[config.mk]
export PLATFORM = sky130hd
export DESIGN_NAME = alu_operand_fetch_flat
export DESIGN_NICKNAME = d
export VERILOG_FILES = /design/src/rtl/alu_operand_fetch_if.sv /design/src/rtl/alu_operand_fetch.sv /design/src/flat_wrapper.sv
export SDC_FILE = /design/constraint.sdc
export NUM_CORES = 1
export LEC_CHECK = 0
export CAP_MARGIN = 20
export CORE_UTILIZATION = 45
export DETAILED_ROUTE_END_ITERATION = 8
export PLACE_DENSITY = 0.79
export SLEW_MARGIN = 30
export SYNTH_ARGS = -nofsm -noshare
export SYNTH_HDL_FRONTEND = slang
export SYNTH_SLANG_ARGS = --single-unit
[constraint.sdc]
create_clock -name clk -period 2.2 [get_ports clk]
set_input_delay 0.22 -clock clk [delete_from_list [all_inputs] [get_ports clk]]
set_output_delay 0.22 -clock clk [all_outputs]
set_load 0.02 [all_outputs]
[src/rtl/alu_operand_fetch_if.sv]
// alu_operand_fetch_if: groups the register-file write port, the fetch request and the ALU operand outputs.
//   master: drives wr_en/wr_addr/wr_data, start, rn, rm, shift, asel, bsel, sximm5, op_in;
//           observes busy, valid, Ain, Bin, ALUop.
//   slave : the operand-fetch stage (mirror directions).
interface alu_operand_fetch_if #(
    parameter int DATA_W  = 16,
    parameter int REG_CNT = 8
);
    localparam int AW = $clog2(REG_CNT);
    logic              wr_en;
    logic [AW-1:0]     wr_addr;
    logic [DATA_W-1:0] wr_data;
    logic              start;
    logic [AW-1:0]     rn;
    logic [AW-1:0]     rm;
    logic [1:0]        shift;
    logic              asel;
    logic              bsel;
    logic [DATA_W-1:0] sximm5;
    logic [1:0]        op_in;
    logic              busy;
    logic              valid;
    logic [DATA_W-1:0] Ain;
    logic [DATA_W-1:0] Bin;
    logic [1:0]        ALUop;
    modport master (
        output wr_en, wr_addr, wr_data, start, rn, rm, shift, asel, bsel, sximm5, op_in,
        input  busy, valid, Ain, Bin, ALUop
    );
    modport slave (
        input  wr_en, wr_addr, wr_data, start, rn, rm, shift, asel, bsel, sximm5, op_in,
        output busy, valid, Ain, Bin, ALUop
    );
endinterface

[src/rtl/alu_operand_fetch.sv]
// alu_operand_fetch: register file plus two-cycle single-port operand fetch, shifter and A/B selects feeding the ALU.
//   clk     : rising-edge clock
//   reset_n : asynchronous active-low reset
//   bus     : alu_operand_fetch_if.slave (write port, fetch request, busy/valid, Ain/Bin/ALUop)
//   Optional macro OPFETCH_FWD_EN: a read colliding with a same-cycle write returns the write data.
module alu_operand_fetch #(
    parameter int DATA_W  = 16,
    parameter int REG_CNT = 8
) (
    input logic              clk,
    input logic              reset_n,
    alu_operand_fetch_if.slave bus
);
    localparam int AW = $clog2(REG_CNT);

    typedef enum logic [1:0] {IDLE, READ_A, READ_B, PRESENT} state_t;

    state_t            state_q, state_d;
    logic [DATA_W-1:0] regs_q [REG_CNT];
    logic [AW-1:0]     rn_q, rm_q;
    logic [1:0]        shift_q, op_q, aluop_q;
    logic              asel_q, bsel_q;
    logic [DATA_W-1:0] imm_q, a_q, ain_q, bin_q;
    logic              accept;
    logic [AW-1:0]     rd_addr;
    logic [DATA_W-1:0] rd_data, shifted;

    // A new request is taken only from IDLE or PRESENT; start while reading is dropped.
    always_comb begin
        accept  = bus.start && (state_q == IDLE || state_q == PRESENT);
        state_d = state_q;
        case (state_q)
            READ_A:  state_d = READ_B;
            READ_B:  state_d = PRESENT;
            default: state_d = accept ? READ_A : IDLE;
        endcase
    end

    // Single read port: rn in READ_A, rm otherwise (only consumed in READ_B).
    assign rd_addr = (state_q == READ_A) ? rn_q : rm_q;
`ifdef OPFETCH_FWD_EN
    assign rd_data = (bus.wr_en && bus.wr_addr == rd_addr) ? bus.wr_data : regs_q[rd_addr];
`else
    assign rd_data = regs_q[rd_addr];
`endif

    assign shifted = shift_q == 2'b01 ? {rd_data[DATA_W-2:0], 1'b0} :
                     shift_q == 2'b10 ? {1'b0, rd_data[DATA_W-1:1]} :
                     shift_q == 2'b11 ? {rd_data[DATA_W-1], rd_data[DATA_W-1:1]} :
                                        rd_data;

    always_ff @(posedge clk or negedge reset_n) begin
        if (!reset_n) begin
            state_q <= IDLE;
            rn_q    <= '0;
            rm_q    <= '0;
            shift_q <= '0;
            asel_q  <= 1'b0;
            bsel_q  <= 1'b0;
            imm_q   <= '0;
            op_q    <= '0;
            a_q     <= '0;
            ain_q   <= '0;
            bin_q   <= '0;
            aluop_q <= '0;
        end else begin
            state_q <= state_d;
            if (accept) begin
                rn_q    <= bus.rn;
                rm_q    <= bus.rm;
                shift_q <= bus.shift;
                asel_q  <= bus.asel;
                bsel_q  <= bus.bsel;
                imm_q   <= bus.sximm5;
                op_q    <= bus.op_in;
            end
            if (state_q == READ_A) a_q <= rd_data;
            if (state_q == READ_B) begin
                ain_q   <= asel_q ? '0 : a_q;
                bin_q   <= bsel_q ? imm_q : shifted;
                aluop_q <= op_q;
            end
        end
    end

    // Writes are independent of the fetch FSM.
    always_ff @(posedge clk or negedge reset_n) begin
        if (!reset_n) begin
            for (int i = 0; i < REG_CNT; i++) regs_q[i] <= '0;
        end else if (bus.wr_en) begin
            regs_q[bus.wr_addr] <= bus.wr_data;
        end
    end

    assign bus.busy  = (state_q == READ_A) || (state_q == READ_B);
    assign bus.valid = (state_q == PRESENT);
    assign bus.Ain   = ain_q;
    assign bus.Bin   = bin_q;
    assign bus.ALUop = aluop_q;
endmodule

[src/flat_wrapper.sv]
// flat-port wrapper written by rule: the top's interface ports become plain ports
module alu_operand_fetch_flat 
#(
    parameter int DATA_W  = 16,
    parameter int REG_CNT = 8
)
  (clk, reset_n, bus_wr_en, bus_wr_addr, bus_wr_data, bus_start, bus_rn, bus_rm, bus_shift, bus_asel, bus_bsel, bus_sximm5, bus_op_in, bus_busy, bus_valid, bus_Ain, bus_Bin, bus_ALUop);
  alu_operand_fetch_if #(.DATA_W(DATA_W), .REG_CNT(REG_CNT)) bus_i ();
  input logic clk;
  input logic reset_n;
  input wire logic [$bits(bus_i.wr_en)-1:0] bus_wr_en;
  input wire logic [$bits(bus_i.wr_addr)-1:0] bus_wr_addr;
  input wire logic [$bits(bus_i.wr_data)-1:0] bus_wr_data;
  input wire logic [$bits(bus_i.start)-1:0] bus_start;
  input wire logic [$bits(bus_i.rn)-1:0] bus_rn;
  input wire logic [$bits(bus_i.rm)-1:0] bus_rm;
  input wire logic [$bits(bus_i.shift)-1:0] bus_shift;
  input wire logic [$bits(bus_i.asel)-1:0] bus_asel;
  input wire logic [$bits(bus_i.bsel)-1:0] bus_bsel;
  input wire logic [$bits(bus_i.sximm5)-1:0] bus_sximm5;
  input wire logic [$bits(bus_i.op_in)-1:0] bus_op_in;
  output wire logic [$bits(bus_i.busy)-1:0] bus_busy;
  output wire logic [$bits(bus_i.valid)-1:0] bus_valid;
  output wire logic [$bits(bus_i.Ain)-1:0] bus_Ain;
  output wire logic [$bits(bus_i.Bin)-1:0] bus_Bin;
  output wire logic [$bits(bus_i.ALUop)-1:0] bus_ALUop;
  assign bus_i.wr_en = bus_wr_en;
  assign bus_i.wr_addr = bus_wr_addr;
  assign bus_i.wr_data = bus_wr_data;
  assign bus_i.start = bus_start;
  assign bus_i.rn = bus_rn;
  assign bus_i.rm = bus_rm;
  assign bus_i.shift = bus_shift;
  assign bus_i.asel = bus_asel;
  assign bus_i.bsel = bus_bsel;
  assign bus_i.sximm5 = bus_sximm5;
  assign bus_i.op_in = bus_op_in;
  assign bus_busy = bus_i.busy;
  assign bus_valid = bus_i.valid;
  assign bus_Ain = bus_i.Ain;
  assign bus_Bin = bus_i.Bin;
  assign bus_ALUop = bus_i.ALUop;
  alu_operand_fetch #(.DATA_W(DATA_W), .REG_CNT(REG_CNT)) u_core (.clk(clk), .reset_n(reset_n), .bus(bus_i));
endmodule
==> impl_metrics.py, run 1 <==
metrics = {
    "power_and_ir_drop": {
        "irDropWorstVdd_mv": 0.779,
        "pwr-share-clk_pct": 18.2,
        "switchingPower_mw": 9.06,
        "p_seq_share_pct": 27.8,
        "p_int_mw": 13.2,
        "swShare_pct": 40.7,
        "pwr_density_cell_nw_per_um2": 1650,
        "power_frac_comb_pct": 54.0,
        "leakage_nw": 5.48,
    },
    "detailed_routing": {
        "drc": 0,
        "routed_wl_microns": 29500,
        "drtIter0Drc": 935,
        "first_pass_iters": 5,
        "viasPerCell": 6.20,
        "num_vias": 8546,
        "ant_nets": 0,
        "avgRoutedWirePerCell_microns": 21.4,
    },
    "logic_synthesis": {
        "synth_top_area_share_pct": 49.7,
        "avgSynthCellArea_sq_um": 11.1,
        "yosysTopAreaCell": "dfrtp_1",
        "netlist_instances": 945,
        "synthesis.nets": 999,
        "yosysWarnings": 0,
        "ys_seq_area_share_pct": 49.7,
        "async_reset_ff_share_pct": 100,
        "netlist_area_sq_um": 10500,
        "synth_edf_count": 0,
        "synth_ff_type": "dfrtp_1",
        "synth.area.top_cells": "dfrtp_1 50%, mux2_2 19%, o21ai_0 3.5%, nor2_1 3.1%, o211ai_1 2.8%",
        "synth_cell_types": 59,
        "ys_ff_latch": 208,
    },
    "grt": {
        "grt_usage_pct": 24.5,
        "grt_start_max_net_pins": 89,
        "grt_pass1_vias": 8250,
        "antenna_found_initial": 0,
        "overflow": 0,
        "grt_pass1_wl_microns": 45800,
    },
    "critical_path": {
        "crit_path_max_fanout": 7,
        "required_ps": 2640,
        "crit_arrival_ps": 2680,
        "crit_path_start_kind": "register",
        "path_class": "reg2reg",
        "worstSetupEndpointType": "register",
    },
    "final_layout": {
        "syn2layout_area_growth_pct": 28.4,
        "multiInputGateArea_sq_um": 5170,
        "diodes": 0,
        "regArea_sq_um": 5210,
        "layout.nets": 1131,
        "fill_cells": 1770,
        "layout-drive-gt1-share_pct": 35.3,
    },
    "placement": {
        "io_buffers": 86,
        "dp_hpwl_microns": 19200,
        "gp_congestion": 0.891,
        "place_ws_ps": -222,
    },
    "clock_tree": {
        "cts.path.max_buffers": 3,
        "cts_buffers": 22,
        "cts-root-buf": "clkbuf_16",
        "tritoncts": "yes",
        "cts_num_sinks": 208,
        "clock_latency_ps": 520,
        "path_clk_slew_ps": 60,
        "h-tree-depth": 1,
    },
    "timing": {
        "setup_ws_ps": -40.6,
        "fin_crit_sh_pct": 102,
        "max_freq_mhz": 446,
        "finClkSkew_ps": 10.9,
        "rsz0062_at_grt": "yes",
        "slew_viol_final": 0,
        "holdWs_ps": 208,
        "relSlewSlack_pct": 65.5,
        "final-setup-viol-count": 5,
        "hold_viol": 0,
        "min_period_ps": 2240,
        "fin_tns_setup_ps": -108,
        "tightest_slew_ps": 518,
    },
    "status": {
        "violations": "negative setup slack",
        "status": "complete, but fails checks",
    },
    "floorplanning": {
        "rows": 55,
        "die_area_sq_um": 23900,
        "fp.dieW_microns": 155,
        "start_util_pct": 46.1,
        "core_region_area_sq_um": 22700,
        "boundaryPins": 87,
        "die_h_microns": 155,
    },
    "min_path": {
        "hold_class": "in2async",
    },
    "job": {
        "cap_violations": 0,
    },
}
==> metrics by stage <==
| step | area [sq um] | util (%) | std cells | power [mW] |
|---|---|---|---|---|
| finish | 13400 | 59.2 | 1378 | 22.3 |
| global route | 13400 | 59.2 | 1378 | 23.3 |
| CTS | 13100 | 57.7 | 1372 | 21.1 |
| detailed placement | 12200 | 53.6 | 1328 | 16.6 |
| global placement | 12200 | 53.6 | 1328 | 16.3 |
| floorplan | 10500 | - | 945 | 12.3 |
==> flip-flops by register name, summed over array words and instances, names as in the netlist <==
register          count
u_core.state_q        2
u_core.bsel_q         1
u_core.rm_q           3
u_core.bus.ALUop      2
u_core.a_q           16
u_core.rn_q           3
u_core.bus.Ain       16
u_core.op_q           2
u_core.regs_q       128
u_core.asel_q         1
u_core.shift_q        2
u_core.imm_q         16
u_core.bus.Bin       16
==> synthesized netlist by cell type (5+ instances only) <==
master      n
dfrtp_1   208
mux2_2    173
nor2_1     87
o21ai_0    73
o211ai_1   39
a21oi_1    35
buf_2      34
nand3b_1   34
clkbuf_1   27
inv_1      25
nand2_1    25
o22ai_1    18
o221ai_1   17
o21ai_1    13
nor3_1     10
a31oi_1     8
a22oi_1     7
buf_4       7
nand2b_1    7
o31ai_1     6
a211oi_1    5
a311oi_2    5
nand4b_1    5
nor2b_1     5
o21a_1      5
==> layout by cell type, fill, tap and decap left out, types with 4 or more instances in the layout <==
master / n
dfrtp_1: 206
mux2_2: 172
nor2_1: 84
clkdlybuf4s50_1: 84
o21ai_0: 68
buf_4: 61
o211ai_1: 39
nand3b_1: 34
a21oi_1: 29
inv_1: 24
nand2_1: 24
clkbuf_16: 23
o22ai_1: 16
buf_12: 15
o21ai_1: 13
buf_6: 13
o221ai_1: 10
a31oi_1: 8
o221ai_2: 7
nor3_2: 6
a21oi_2: 6
clkinv_2: 6
nand4b_1: 5
nand2b_1: 5
a22oi_2: 5
nor3_1: 5
o21ai_2: 5
o21a_1: 5
a311oi_2: 5
bufinv_16: 5
nand3_1: 4
nor2b_1: 4
mux2i_1: 4
nand4bb_1: 4
==> cells by family (layout without fill, tap and decap cells) <==
| logic type | count (synthesis) | after routing | share of synthesized area (%) |
|---|---|---|---|
| adder cells (fa/ha/maj) | 3 | 3 | 0.359 |
| buffers and inverters | 100 | 246 | 4.31 |
| AND/OR/NAND/NOR | 198 | 199 | 9.91 |
| multiplexers | 178 | 178 | 19.1 |
| AO/OA/AOI/OAI | 258 | 259 | 16.6 |
| flip-flops | 208 | 208 | 49.7 |
==> power by group through the flow <==
| stage | clock network [mW] | registers (mW) | logic, mW |
|---|---|---|---|
| floorplan | 0 | 5.96 | 6.34 |
| CTS | 4.10 | 6.10 | 10.9 |
| global route | 4.25 | 6.29 | 12.8 |
| global placement | 0 | 6.07 | 10.2 |
| finish | 4.05 | 6.18 | 12.0 |
| detailed placement | 0 | 6.13 | 10.5 |
==> worst max-delay path, stage by stage (launching register included) <==
cell	delay, ps
dfrtp_1	400
inv_2	80
ha_4	180
and2b_4	240
or2_4	310
buf_6	130
a2bb2oi_1	150
a211oi_2	230
buf_4	210
a21oi_2	70
a31oi_1	180
==> final cells by class <==
type                       count  share of cell area, %
sequential                   208                   38.7
inverter                      28                  0.837
multi-input combinational    639                   38.5
clock inverter                15                   1.64
tap                          285                   2.65
clock buffer                  25                   4.25
timing repair buffer         178                   13.4
==> worst paths after layout <==
kind | start | to | slack (ps) | cells after the start
max | u_core.state_q[1]$_DFF_PN0_ | u_core.bus.Bin[6]$_DFFE_PN0P_ | -40 | 10
min | reset_n | u_core.a_q[7]$_DFFE_PN0P_ | 210 | 2
max reg2reg | u_core.state_q[1]$_DFF_PN0_ | u_core.bus.Bin[6]$_DFFE_PN0P_ | -40 | 10
min reg2reg | u_core.imm_q[12]$_DFFE_PN0P_ | u_core.imm_q[12]$_DFFE_PN0P_ | 500 | 1
max in group asynchronous | reset_n | u_core.regs_q[51]$_DFFE_PN0P_ | 1170 | 3
min in group clk | bus_sximm5[11] | u_core.imm_q[11]$_DFFE_PN0P_ | 310 | 2
==> what timing repair did <==
action                                  in CTS  in global routing
resized for setup                           22                 70
hold endpoints to repair                    47                  0
hold buffers                                 1                  0
setup buffers                                2                  3
endpoints found under the setup margin      32                 32
pin swaps                                    2                 25
cloned                                       1                  3
==> routing by layer <==
metal  part of all wire, %  global-route usage [%]  vias to the layer above
met5                     0                       0                        -
met4                   3.7                    10.3                        0
met3                   8.6                    4.76                       98
met2                    46                    38.4                      457
met1                    42                    33.1                     4241
li1                      -                       -                     3750
Power figures use the tool's default switching activity.
==> run 2: changes to the inputs <==
--- a/config.mk
+++ b/config.mk
@@ -6,7 +6,9 @@
 export NUM_CORES = 1
 export LEC_CHECK = 0
 export CAP_MARGIN = 20
+export CORE_ASPECT_RATIO = 1.4
 export CORE_UTILIZATION = 45
+export CTS_CLUSTER_SIZE = 28
 export DETAILED_ROUTE_END_ITERATION = 8
 export PLACE_DENSITY = 0.79
 export SLEW_MARGIN = 30
==> impl_metrics.py, run 2 (same netlist as run 1, synthesis figures left out) <==
metrics = {
    "status": {
        "status": "complete, but fails checks",
        "violations": "negative setup slack",
    },
    "floorplanning": {
        "fp.dieW_microns": 131,
        "die_area_sq_um": 23900,
        "die_h_microns": 182,
        "rows": 65,
        "core_region_area_sq_um": 22700,
        "boundaryPins": 87,
        "start_util_pct": 46.1,
    },
    "final_layout": {
        "syn2layout_area_growth_pct": 27.2,
        "diodes": 0,
        "largest_register_ffs": 128,
        "final_common_cell": "dfrtp_1",
        "layout.nets": 1126,
        "stdcell_count": 1386,
        "mostFrequentLayoutCells": "205 x dfrtp_1, 172 x mux2_2, 84 x clkdlybuf4s50_1, 82 x nor2_1, 72 x o21ai_0",
        "top_register": "u_core.regs_q",
        "layout-drive-gt1-share_pct": 34.5,
        "design_area_sq_um": 13300,
    },
    "clock_tree": {
        "cts_buffers": 20,
        "path_clk_slew_ps": 60,
        "h-tree-depth": 1,
        "tritoncts": "yes",
        "cts.path.max_buffers": 3,
        "cts_num_sinks": 208,
        "cts-root-buf": "clkbuf_16",
        "clock_latency_ps": 500,
    },
    "power_and_ir_drop": {
        "swShare_pct": 40.8,
        "power_frac_comb_pct": 54.9,
        "switchingPower_mw": 8.76,
        "p_total_mw": 21.5,
        "leakage_nw": 5.41,
        "p_seq_share_pct": 28.6,
        "irDropWorstVdd_mv": 0.888,
        "pwr_density_cell_nw_per_um2": 1610,
        "p_int_mw": 12.7,
        "pwr-share-clk_pct": 16.5,
    },
    "critical_path": {
        "r2r_slack_ps": -90,
        "required_ps": 2610,
        "endpoint": "u_core.bus.Bin[13]$_DFFE_PN0P_",
        "crit_cells": 12,
        "crit_chain": "inv_2 > ha_4 > and2b_4 > buf_12 > a32oi_4 > buf_12 > buf_6 > nor2_2 > o221ai_1 > and3_4 > nor2_4 > nor3_2",
        "crit_family": "simple AND/OR/NAND/NOR gates",
        "crit_arrival_ps": 2700,
        "worstSetupEndpointType": "register",
        "path_class": "reg2reg",
        "cp_slowest_cell": "dfrtp_1",
        "reg2reg_to": "u_core.bus.Bin[13]$_DFFE_PN0P_",
        "max_stage_delay_ps": 400,
        "cpMostUsedCell": "buf_12",
        "reg2reg_depth": 12,
        "crit_path_max_fanout": 8,
        "crit_path_start_kind": "register",
        "startpoint": "u_core.state_q[1]$_DFF_PN0_",
        "r2r_start": "u_core.state_q[1]$_DFF_PN0_",
        "critical_path_buf_inv_count": 4,
    },
    "timing": {
        "final-setup-viol-count": 15,
        "slew_viol_final": 0,
        "finClkSkew_ps": 12.0,
        "fin_crit_sh_pct": 104,
        "setup_ws_ps": -88.1,
        "min_period_ps": 2290,
        "tightest_slew_ps": 667,
        "relSlewSlack_pct": 55.4,
        "hold_viol": 0,
        "fin_tns_setup_ps": -606,
        "holdWs_ps": 284,
        "max_freq_mhz": 437,
        "rsz0062_at_grt": "yes",
    },
    "placement": {
        "dpl.cell_count": 1346,
        "io_buffers": 86,
        "placed_area_sq_um": 12200,
        "gp_congestion": 0.920,
        "dp_hpwl_microns": 19300,
    },
    "detailed_routing": {
        "drc": 0,
        "viasPerCell": 6.07,
        "drtIter0Drc": 853,
        "num_vias": 8415,
        "first_pass_iters": 5,
        "routed_wl_microns": 29000,
        "ant_nets": 0,
        "avgRoutedWirePerCell_microns": 20.9,
    },
    "job": {
        "cap_violations": 0,
    },
    "grt": {
        "grt_usage_pct": 24.5,
        "antenna_found_initial": 0,
        "grt_pass1_wl_microns": 45300,
        "overflow": 0,
        "grt_start_max_net_pins": 65,
        "grt_pass1_vias": 8617,
    },
    "min_path": {
        "hold_class": "in2async",
    },
}
==> run 2: cell types whose count changed in the layout (fill, tap and decap cells not counted), sizes merged <==
cell	before	now
a22oi	9	8
bufinv	5	2
dlygate4sd2	0	1
clkinv	8	3
or2	3	2
clkbuf	28	29
==> run 2: timing repair <==
action | 4_1_cts | 5_1_grt
buffers inserted | 2 | 2
pin swaps | 6 | 13
setup endpoints to repair | 33 | 32
resized for setup | 27 | 57
hold endpoints to repair | 60 | 0
hold buffers | 1 | 0
==> run 2: layout make-up <==
class,instances,area (sq um)
Multi-Input combinational cell,637,5130
Inverter,28,115
Clock buffer,28,592
Clock inverter,7,90.1
Fill cell,1714,9380
Sequential cell,208,5210
Timing Repair Buffer,177,1810
Tap cell,301,377
==> run 2: worst min-delay path by stage <==
stage	start	end	cells after the start
after floorplan	reset_n	u_core.a_q[0]$_DFFE_PN0P_	0
after detailed placement	reset_n	u_core.regs_q[19]$_DFFE_PN0P_	1
after global routing	reset_n	u_core.regs_q[19]$_DFFE_PN0P_	2
after global placement	reset_n	u_core.regs_q[19]$_DFFE_PN0P_	1
final	reset_n	u_core.regs_q[19]$_DFFE_PN0P_	2
after CTS	reset_n	u_core.regs_q[19]$_DFFE_PN0P_	2
==> run 2: power by group through the flow <==
stage	Combinational [mW]	Clock (mW)	Sequential, mW
6_report	11.8	3.53	6.14
5_1_grt	12.5	3.75	6.24
4_1_cts	10.9	3.60	6.05
3_5_place_dp	10.5	0	6.09
3_3_place_gp	10.3	0	6.05
2_1_floorplan	6.34	0	5.96
==> run 2: metal layers <==
layer | GRT usage [%] | vias to the layer above | wire length (microns)
met4 | 16.4 | 0 | 1750
li1 | - | 3730 | -
met5 | 0 | - | 0
met1 | 29.3 | 4161 | 11000
met2 | 40.6 | 412 | 14500
met3 | 3.17 | 112 | 1790
==> run 2: stage by stage <==
stage | setup WS (ps) | util [%]
2_1_floorplan | 69.3 | -
3_3_place_gp | -262 | 53.9
3_5_place_dp | -381 | 53.9
4_1_cts | -51.3 | 57.5
5_1_grt | -158 | 58.7
6_report | -88.1 | 58.7
